### src/rtl/pc_checkpoint_monitor.sv
// rtl/pc_checkpoint_monitor.sv - in-order PC checkpoint capture with halt and run-cycle timeout
module pc_checkpoint_monitor #(
  parameter int                ADDR_W    = 32,
  parameter int                DATA_W    = 32,
  parameter int                NUM_CP    = 8,
  parameter int                TIMEOUT   = 4096,
  parameter logic [ADDR_W-1:0] HALT_ADDR = '0,
  parameter int                IDX_W     = (NUM_CP > 1) ? $clog2(NUM_CP) : 1
) (
  input  logic              clk,
  input  logic              reset,
  input  logic [ADDR_W-1:0] instr_addr,
  input  logic              start,
  input  logic              cfg_we,
  input  logic [IDX_W-1:0]  cfg_idx,
  input  logic [ADDR_W-1:0] cfg_addr,
  input  logic [4:0]        cfg_reg,
  output logic [4:0]        reg_sel,
  input  logic [DATA_W-1:0] reg_data,
  output logic              cp_valid,
  input  logic              cp_ready,
  output logic [IDX_W-1:0]  cp_idx,
  output logic [DATA_W-1:0] cp_data,
  output logic [31:0]       cp_cycle,
  output logic              done,
  output logic              timeout,
  output logic              missed
);

  // k must reach NUM_CP to mark the table as exhausted
  localparam int          K_W     = $clog2(NUM_CP + 1);
  localparam logic [31:0] TO_LAST = 32'(TIMEOUT - 1);

  typedef enum logic [1:0] {S_IDLE, S_RUN, S_HOLD, S_DONE} state_t;

  state_t            state, state_next;
  logic [K_W-1:0]    k;
  logic [31:0]       cyc;
  logic              halt_pend;
  logic [ADDR_W-1:0] tbl_addr [NUM_CP];
  logic [4:0]        tbl_reg  [NUM_CP];
  logic [ADDR_W-1:0] cur_addr;
  logic [4:0]        cur_reg;
  logic              hit, halt, to_hit;

  always_comb begin
    cur_addr = '0;
    cur_reg  = '0;
    for (int i = 0; i < NUM_CP; i++) begin
      if (k == K_W'(i)) begin
        cur_addr = tbl_addr[i];
        cur_reg  = tbl_reg[i];
      end
    end
  end

  assign hit    = (k < K_W'(NUM_CP)) && (instr_addr == cur_addr);
  assign halt   = (instr_addr == HALT_ADDR);
  assign to_hit = (cyc == TO_LAST);

  always_comb begin
    state_next = state;
    case (state)
      S_IDLE: if (start) state_next = S_RUN;
      S_RUN: begin
        if (to_hit)    state_next = S_DONE;
        else if (hit)  state_next = S_HOLD;
        else if (halt) state_next = S_DONE;
      end
      S_HOLD: begin
        if (to_hit)        state_next = S_DONE;
        else if (cp_ready) state_next = (halt_pend || halt) ? S_DONE : S_RUN;
      end
      S_DONE: if (start) state_next = S_RUN;
      default: state_next = S_IDLE;
    endcase
  end

  always_ff @(posedge clk) begin
    if (reset) begin
      state     <= S_IDLE;
      k         <= '0;
      cyc       <= '0;
      halt_pend <= 1'b0;
      cp_idx    <= '0;
      cp_data   <= '0;
      cp_cycle  <= '0;
      timeout   <= 1'b0;
      missed    <= 1'b0;
      for (int i = 0; i < NUM_CP; i++) begin
        tbl_addr[i] <= '0;
        tbl_reg[i]  <= '0;
      end
    end else begin
      state <= state_next;
      case (state)
        S_IDLE, S_DONE: begin
          if (state == S_IDLE && cfg_we) begin
            for (int i = 0; i < NUM_CP; i++) begin
              if (cfg_idx == IDX_W'(i)) begin
                tbl_addr[i] <= cfg_addr;
                tbl_reg[i]  <= cfg_reg;
              end
            end
          end
          if (start) begin
            k         <= '0;
            cyc       <= '0;
            halt_pend <= 1'b0;
            timeout   <= 1'b0;
            missed    <= 1'b0;
          end
        end
        S_RUN: begin
          if (cyc != '1) cyc <= cyc + 32'd1;
          if (to_hit) begin
            timeout <= 1'b1;
          end else if (hit) begin
            cp_data   <= reg_data;
            cp_idx    <= k[IDX_W-1:0];
            cp_cycle  <= cyc;
            k         <= k + K_W'(1);
            halt_pend <= halt;
          end
        end
        S_HOLD: begin
          if (cyc != '1) cyc <= cyc + 32'd1;
          if (to_hit) begin
            timeout <= 1'b1;
          end else begin
            // a checkpoint passing while the previous capture is unacknowledged is lost
            if (hit) begin
              missed <= 1'b1;
              k      <= k + K_W'(1);
            end
            if (halt) halt_pend <= 1'b1;
          end
        end
        default: ;
      endcase
    end
  end

  always_comb begin
    done     = (state == S_DONE);
    cp_valid = (state == S_HOLD);
    reg_sel  = cur_reg;
  end

endmodule
### config.mk
export PLATFORM = sky130hd
export DESIGN_NAME = pc_checkpoint_monitor
export DESIGN_NICKNAME = d
export VERILOG_FILES = /design/src/rtl/pc_checkpoint_monitor.sv
export SDC_FILE = /design/constraint.sdc
export NUM_CORES = 1
export LEC_CHECK = 0
export ABC_AREA = 0
export CORE_MARGIN = 2
export CORE_UTILIZATION = 50
export CTS_CLUSTER_SIZE = 30
export DETAILED_ROUTE_END_ITERATION = 10
export PLACE_DENSITY_LB_ADDON = 0.08
export SYNTH_ARGS = -nofsm -noshare
export SYNTH_HDL_FRONTEND = slang
export SYNTH_SLANG_ARGS = --single-unit
### constraint.sdc
create_clock -name clk -period 7.3 [get_ports clk]
set_clock_uncertainty 0.15 [all_clocks]
set_input_delay 0.73 -clock clk [delete_from_list [all_inputs] [get_ports clk]]
set_output_delay 0.73 -clock clk [all_outputs]
set_load 0.005 [all_outputs]
==> results of run 1 <==
## power by group through the flow
stage | Combinational, W | Clock [W] | Sequential (W)
6_report | 0.000459 | 0.00211 | 0.00263
5_1_grt | 0.000494 | 0.00223 | 0.00264
4_1_cts | 0.000453 | 0.00213 | 0.00263
3_5_place_dp | 0.000450 | 0 | 0.00268
3_3_place_gp | 0.000445 | 0 | 0.00267
2_1_floorplan | 0.000244 | 0 | 0.00266
## synth_stat cells, types with 10 or more instances
| cell type | instances | area [sq um] |
|---|---|---|
| nand3_1 | 94 | 470 |
| clkbuf_1 | 80 | 300 |
| buf_2 | 33 | 165 |
| edfxtp_1 | 296 | 8890 |
| mux2i_1 | 10 | 100 |
| a22oi_1 | 22 | 165 |
| xor2_1 | 19 | 166 |
| buf_1 | 11 | 41.3 |
| nand2b_1 | 19 | 119 |
| o21ai_0 | 100 | 500 |
| o22ai_1 | 20 | 125 |
| nand3b_1 | 16 | 120 |
| nor3b_1 | 11 | 82.6 |
| dfxtp_1 | 108 | 2160 |
| nor2b_1 | 17 | 106 |
| a221oi_1 | 34 | 298 |
| inv_1 | 85 | 319 |
| buf_4 | 11 | 82.6 |
| nand2_1 | 113 | 424 |
| nor3_1 | 11 | 55.1 |
| a21oi_1 | 163 | 816 |
| a221o_1 | 10 | 100 |
| o211ai_1 | 10 | 75.1 |
| nor4_1 | 23 | 144 |
| or3_1 | 18 | 113 |
| nor2_1 | 306 | 1150 |
| xnor2_1 | 17 | 149 |
| nand4_1 | 14 | 87.6 |
## metrics by stage
stage	setup WS (ns)	cells	cell area, sq um
5_1_grt	1.61	2438	22100
6_report	1.85	2438	22100
4_1_cts	1.99	2438	22100
2_1_floorplan	3.94	1816	18600
3_5_place_dp	2.04	2363	20700
3_3_place_gp	2.11	2363	20700
## cell type report
cell class | instances | area (sq um) | area share
Clock inverter | 17 | 125 | 0.00567
Inverter | 85 | 319 | 0.0145
Tap cell | 468 | 586 | 0.0265
Sequential cell | 404 | 11100 | 0.501
Multi-Input combinational cell | 1189 | 6680 | 0.303
Clock buffer | 58 | 1220 | 0.0551
Timing Repair Buffer | 217 | 2100 | 0.0950
## cell families (layout without fill, tap and decap cells)
logic type	count (synthesis)	in the layout	share of synthesized area
flops	404	404	0.594
mux	14	14	0.00780
xor+xnor	36	36	0.0170
buf+inv	223	377	0.0506
compound gates	450	450	0.153
fa+ha+maj	9	9	0.00605
simple gates	680	680	0.172
## layer usage
layer	up-vias	share of wire	GRT usage	wire length (um)
met3	136	0.096	0.0510	5660
met1	7420	0.42	0.425	24500
met2	759	0.45	0.465	26600
li1	6849	-	-	-
met4	0	0.032	0.107	1900
met5	-	0	0	0
## path summary, 6_finish.rpt
path                 endpoint  depth (start not counted)  slack (ns)
hold reg to reg   cp_cycle[8]                          2        0.32
setup reg to reg  cp_data[24]                         12        1.85
hold / removal    cp_cycle[8]                          2        0.32
setup / recovery  cp_data[24]                         12        1.85
## worst min-delay path: stages (launching register included)
cell and delay (ns):
dfxtp_1 0.30, o21ai_0 0.06, a21oi_1 0.06
==> metrics.md, run 1 <==
| Metric | Value |
|---|---|
| Postcts setup bufs | `0` |
| Slew @ Worst Pin | `1.21 ns` |
| # diodes | `0` |
| Final ANT Viol Nets | `0` |
| Fillers | `3132` |
| Die Ht | `197 um` |
| Synth-to-Final Area Change | `18.7%` |
| CTS tree | `built` |
| Core Rows | `70` |
| Max Cap Viol | `0` |
| Crit. End Element | `flop` |
| Avg Cell Area, Syn | `10.2 sq um` |
| Gr ovfl total | `0` |
| Final Hold Vio Count | `0` |
| Final period util | `0.746` |
| Initial Util | `0.508` |
| Num CTS Buffers | `44` |
| Mapped Cells | `1816` |
| Worst hold path class | `reg -> reg` |
| Number of synthesized flops with an enable pin | `296` |
| RR Startpoint | `k[1]` |
| Synth Warn # | `0` |
| Critical path, cell by cell | `inv_1, ha_2, nor2b_4, a221oi_1, o32a_1, o22ai_1, xor2_1, nor4_1, and4_2, buf_12, nand3_1, a21oi_1` |
| Unrepaired setup endpoints after global routing | `no` |
| Final Util | `0.603` |
| Worst VDD drop | `147 uV` |
| Leakage | `7.72 nW` |
| Ports | `185` |
| Pwr/cell area | `236 mW/mm^2` |
| Critical path arrival | `5.76 ns` |
| Setup TNS | `0 ns` |
| Via density | `6.22` |
| H-tree depth | `2` |
| Yosys cell types | `80` |
| First DRT Iteration DRCs | `1783` |
| Status | `finished clean` |
| Max FFs per register | `256` |
| Overall Power | `0.00520 W` |
| Slowest cell on crit path | `and4_2` |
| Sequential share of the synthesized area | `0.594` |
| Clk network pwr share | `0.406` |
| IO buf count | `184` |
| All-Layer GR Usage | `0.299` |
| PostCTS Resize Cnt | `0` |
| Longest Clk Path Bufs | `3` |
| Critical Path RT | `7.61 ns` |
| Slew Limit Fails | `0` |
| Placer Congestion | `0.922` |
| Critical path's largest stage delay | `0.97 ns` |
| Share of layout cells above drive strength 1 | `0.0635` |
| CTS sink cnt | `404` |
| Core ar. | `0.0366 sq mm` |
| Largest fanout on the critical path | `42` |
| Layout Nets | `2059` |
| CP top delay family | `simple AND/OR/NAND/NOR gates` |
| # hold bufs at CTS | `0` |
| Post-synth top flop | `edfxtp_1` |
| Gate power share | `0.088` |
| Max frequency | `184 MHz` |
| Critical path startpoint category | `flop` |
| Clk root buf | `clkbuf_16` |
| Setup violations, final | `0` |
| DR WL/cell | `24.1 um` |
| Cell-internal power | `0.00397 W` |
| Sequential power share | `0.505` |
| Switching share of power | `0.237` |
| Relative slew slack | `0.189` |
| Reported net switching power | `0.00123 W` |
| Final HPWL DP | `35.2 mm` |
| Die Footprint | `0.0388 sq mm` |
| CTS clk-pin slew, worst paths | `0.07 ns` |
| Critical hold path startpoint | `cp_cycle[8]` |
| Post-route DRC | `0` |
| Routed vias | `15200` |
| Most frequent cells in the layout | `306 x nor2_1, 296 x edfxtp_1, 183 x clkdlybuf4s50_1, 163 x a21oi_1, 108 x dfxtp_1` |
| First-pass GRT wire length | `88.2 mm` |
| FFs w/ async S/R, synth | `0` |
| Syn Std Cell Area | `0.0186 sq mm` |
| Clock Latency Late Sink | `0.54 ns` |
| Synth Net Count | `1934` |
| Synth Register Bits | `404` |
| WHS | `0.321 ns` |
| Die width | `197 um` |
| Most common cell after layout, fill and taps aside | `nor2_1` |
| DRT Pass-1 Iters | `8` |
| Vias in the first global route | `14700` |
| CP Launch Point | `k[1]` |
| Antenna violations before repair | `0` |
| Final wirelength | `58.7 mm` |
| Largest net degree at the start of global routing | `79` |
| Crit Path Class | `reg -> reg` |
| Fin crit period | `5.45 ns` |
| WP buf/inv | `2` |
No activity file was read; power rests on OpenSTA's default activity.
==> run 2: changes to the inputs <==
==> constraint.sdc (replaced) <==
create_clock -name clk -period 4.39 [get_ports clk]
set_clock_uncertainty 0.15 [all_clocks]
set_input_delay 0.439 -clock clk [delete_from_list [all_inputs] [get_ports clk]]
set_output_delay 0.439 -clock clk [all_outputs]
set_load 0.005 [all_outputs]
==> metrics.md, run 2 (same netlist as run 1, synthesis figures left out) <==
| Metric | Value |
|---|---|
| Pwr/cell area | `385 mW/mm^2` |
| Clk network pwr share | `0.403` |
| Largest fanout on the critical path | `23` |
| Postcts setup bufs | `0` |
| CTS sink cnt | `404` |
| Critical hold path startpoint | `reg_data[20]` |
| IO buf count | `184` |
| Antenna violations before repair | `0` |
| CTS tree | `built` |
| RR Startpoint | `k[0]` |
| Switching share of power | `0.238` |
| Placer Congestion | `0.935` |
| Max FFs per register | `256` |
| FF-to-FF End | `k[3]` |
| Post-route DRC | `0` |
| Overall Power | `0.00864 W` |
| Largest net degree at the start of global routing | `96` |
| Unrepaired setup endpoints after global routing | `no` |
| Longest Clk Path Bufs | `3` |
| Crit. End Element | `flop` |
| Final wirelength | `59.6 mm` |
| Slew Limit Fails | `0` |
| Routed vias | `15400` |
| Initial Util | `0.508` |
| Placed cells | `2397` |
| Layout Nets | `2092` |
| Num CTS Buffers | `43` |
| Hold EP | `cp_data[20]` |
| Status | `finished clean` |
| PostCTS Resize Cnt | `0` |
| M1 GR Usage | `0.429` |
| Die Ht | `197 um` |
| Final ANT Viol Nets | `0` |
| First DRT Iteration DRCs | `1651` |
| CTS clk-pin slew, worst paths | `0.06 ns` |
| R2R Setup Slk | `0.12 ns` |
| Final Util | `0.613` |
| Relative slew slack | `0.412` |
| All-Layer GR Usage | `0.304` |
| Fin crit period | `4.27 ns` |
| # hold bufs at CTS | `0` |
| Most common cell after layout, fill and taps aside | `nor2_1` |
| Slew @ Worst Pin | `0.882 ns` |
| Die width | `197 um` |
| Top Usage Layer GRT | `met2` |
| Sequential power share | `0.506` |
| Critical Path RT | `4.70 ns` |
| H-tree depth | `2` |
| Gr ovfl total | `0` |
| Cell-internal power | `0.00659 W` |
| Clock Latency Late Sink | `0.54 ns` |
| Final HPWL DP | `36.5 mm` |
| Cells on worst reg2reg path | `11` |
| Met2 Use GR | `0.478` |
| Core Rows | `70` |
| Die Footprint | `0.0388 sq mm` |
| Vias in the first global route | `14700` |
| Hold path cells | `3` |
| Final std cells w/o fill | `2472` |
| Reported net switching power | `0.00206 W` |
| Clk root buf | `clkbuf_16` |
| Crit Path Class | `reg -> reg` |
| Final WS setup | `0.116 ns` |
| Max Cap Viol | `0` |
| Final period util | `0.974` |
| DR WL/cell | `24.1 um` |
| First-pass GRT wire length | `88.9 mm` |
| GR Util met3 | `0.0626` |
| Gate power share | `0.091` |
| Worst VDD drop | `245 uV` |
| Leakage | `7.94 nW` |
| Via density | `6.24` |
| Most frequent cells in the layout | `305 x nor2_1, 296 x edfxtp_1, 183 x clkdlybuf4s50_1, 163 x a21oi_1, 108 x dfxtp_1` |
| Core ar. | `0.0366 sq mm` |
| Synth-to-Final Area Change | `20.7%` |
| Fillers | `3081` |
| DP Worst Slack | `0.184 ns` |
| DRT Pass-1 Iters | `6` |
| Max frequency | `234 MHz` |
| Final Hold Vio Count | `0` |
| Share of layout cells above drive strength 1 | `0.0798` |
| # diodes | `0` |
| Critical path arrival | `4.58 ns` |
| Critical path startpoint category | `flop` |
| Ports | `185` |
| Setup violations, final | `0` |
| Worst hold path class | `in -> reg` |
| Setup TNS | `0 ns` |
[run 2: power by group through the flow]
stage / Clock [W] / Combinational (W) / Sequential [W]
final: 0.00348 / 0.000789 / 0.00437
after detailed placement: 0 / 0.000776 / 0.00445
after floorplan: 0 / 0.000405 / 0.00443
after CTS: 0.00351 / 0.000781 / 0.00437
after global placement: 0 / 0.000773 / 0.00444
after global routing: 0.00366 / 0.000844 / 0.00438
[run 2: how the worst max path moves through the flow]
stage / startpoint / endpoint / slack (ns)
2_1_floorplan: k[0] / missed / 1.04
3_3_place_gp: k[0] / k[3] / 0.26
3_5_place_dp: k[0] / cp_cycle[27] / 0.18
4_1_cts: k[0] / cp_cycle[27] / 0.14
5_1_grt: k[0] / cp_data[25] / 0.002
6_report: k[0] / k[3] / 0.12
[run 2: area by class of cell]
type	instances	area, sq um	area share
multi-input cells	1189	6680	0.298
repair buffers	251	2480	0.110
inverters	85	319	0.0142
clock buffers	61	1250	0.0556
flip-flops and latches	404	11100	0.492
clock inverters	14	81.3	0.00362
well taps	468	586	0.0261
[run 2: per-stage QoR]
stage,hold WS (ns),cell area (sq um)
6_report,0.313,22400
5_1_grt,0.313,22400
4_1_cts,0.297,22400
3_5_place_dp,0.316,21100
3_3_place_gp,0.306,21100
2_1_floorplan,0.312,18600
[run 2: routing by layer]
metal	wire, um	part of all wire	up-vias
met1	24200	0.41	7518
li1	-	-	6918
met5	0	0	-
met2	27500	0.46	864
met3	6350	0.11	135
met4	1580	0.027	0
[run 2: critical path, cell delays in order, from the launching register on]
cell and delay [ns]:
dfxtp_1 0.50, ha_2 0.49, inv_1 0.43, buf_4 0.33, and3_1 0.19, o31ai_1 0.44, nand4_1 0.23, nor4_2 0.32
and4_2 0.42, buf_4 0.30, nand3_1 0.12, o31ai_2 0.23
==> run 3: changes to the inputs <==
--- a/config.mk
+++ b/config.mk
@@ -10,6 +10,7 @@
 export CORE_UTILIZATION = 50
 export CTS_CLUSTER_SIZE = 30
 export DETAILED_ROUTE_END_ITERATION = 10
+export GPL_TIMING_DRIVEN = 1
 export PLACE_DENSITY_LB_ADDON = 0.08
 export SYNTH_ARGS = -nofsm -noshare
 export SYNTH_HDL_FRONTEND = slang
==> results of run 3 <==
The final DEF is identical to that of run 2; final timing and power are the same.
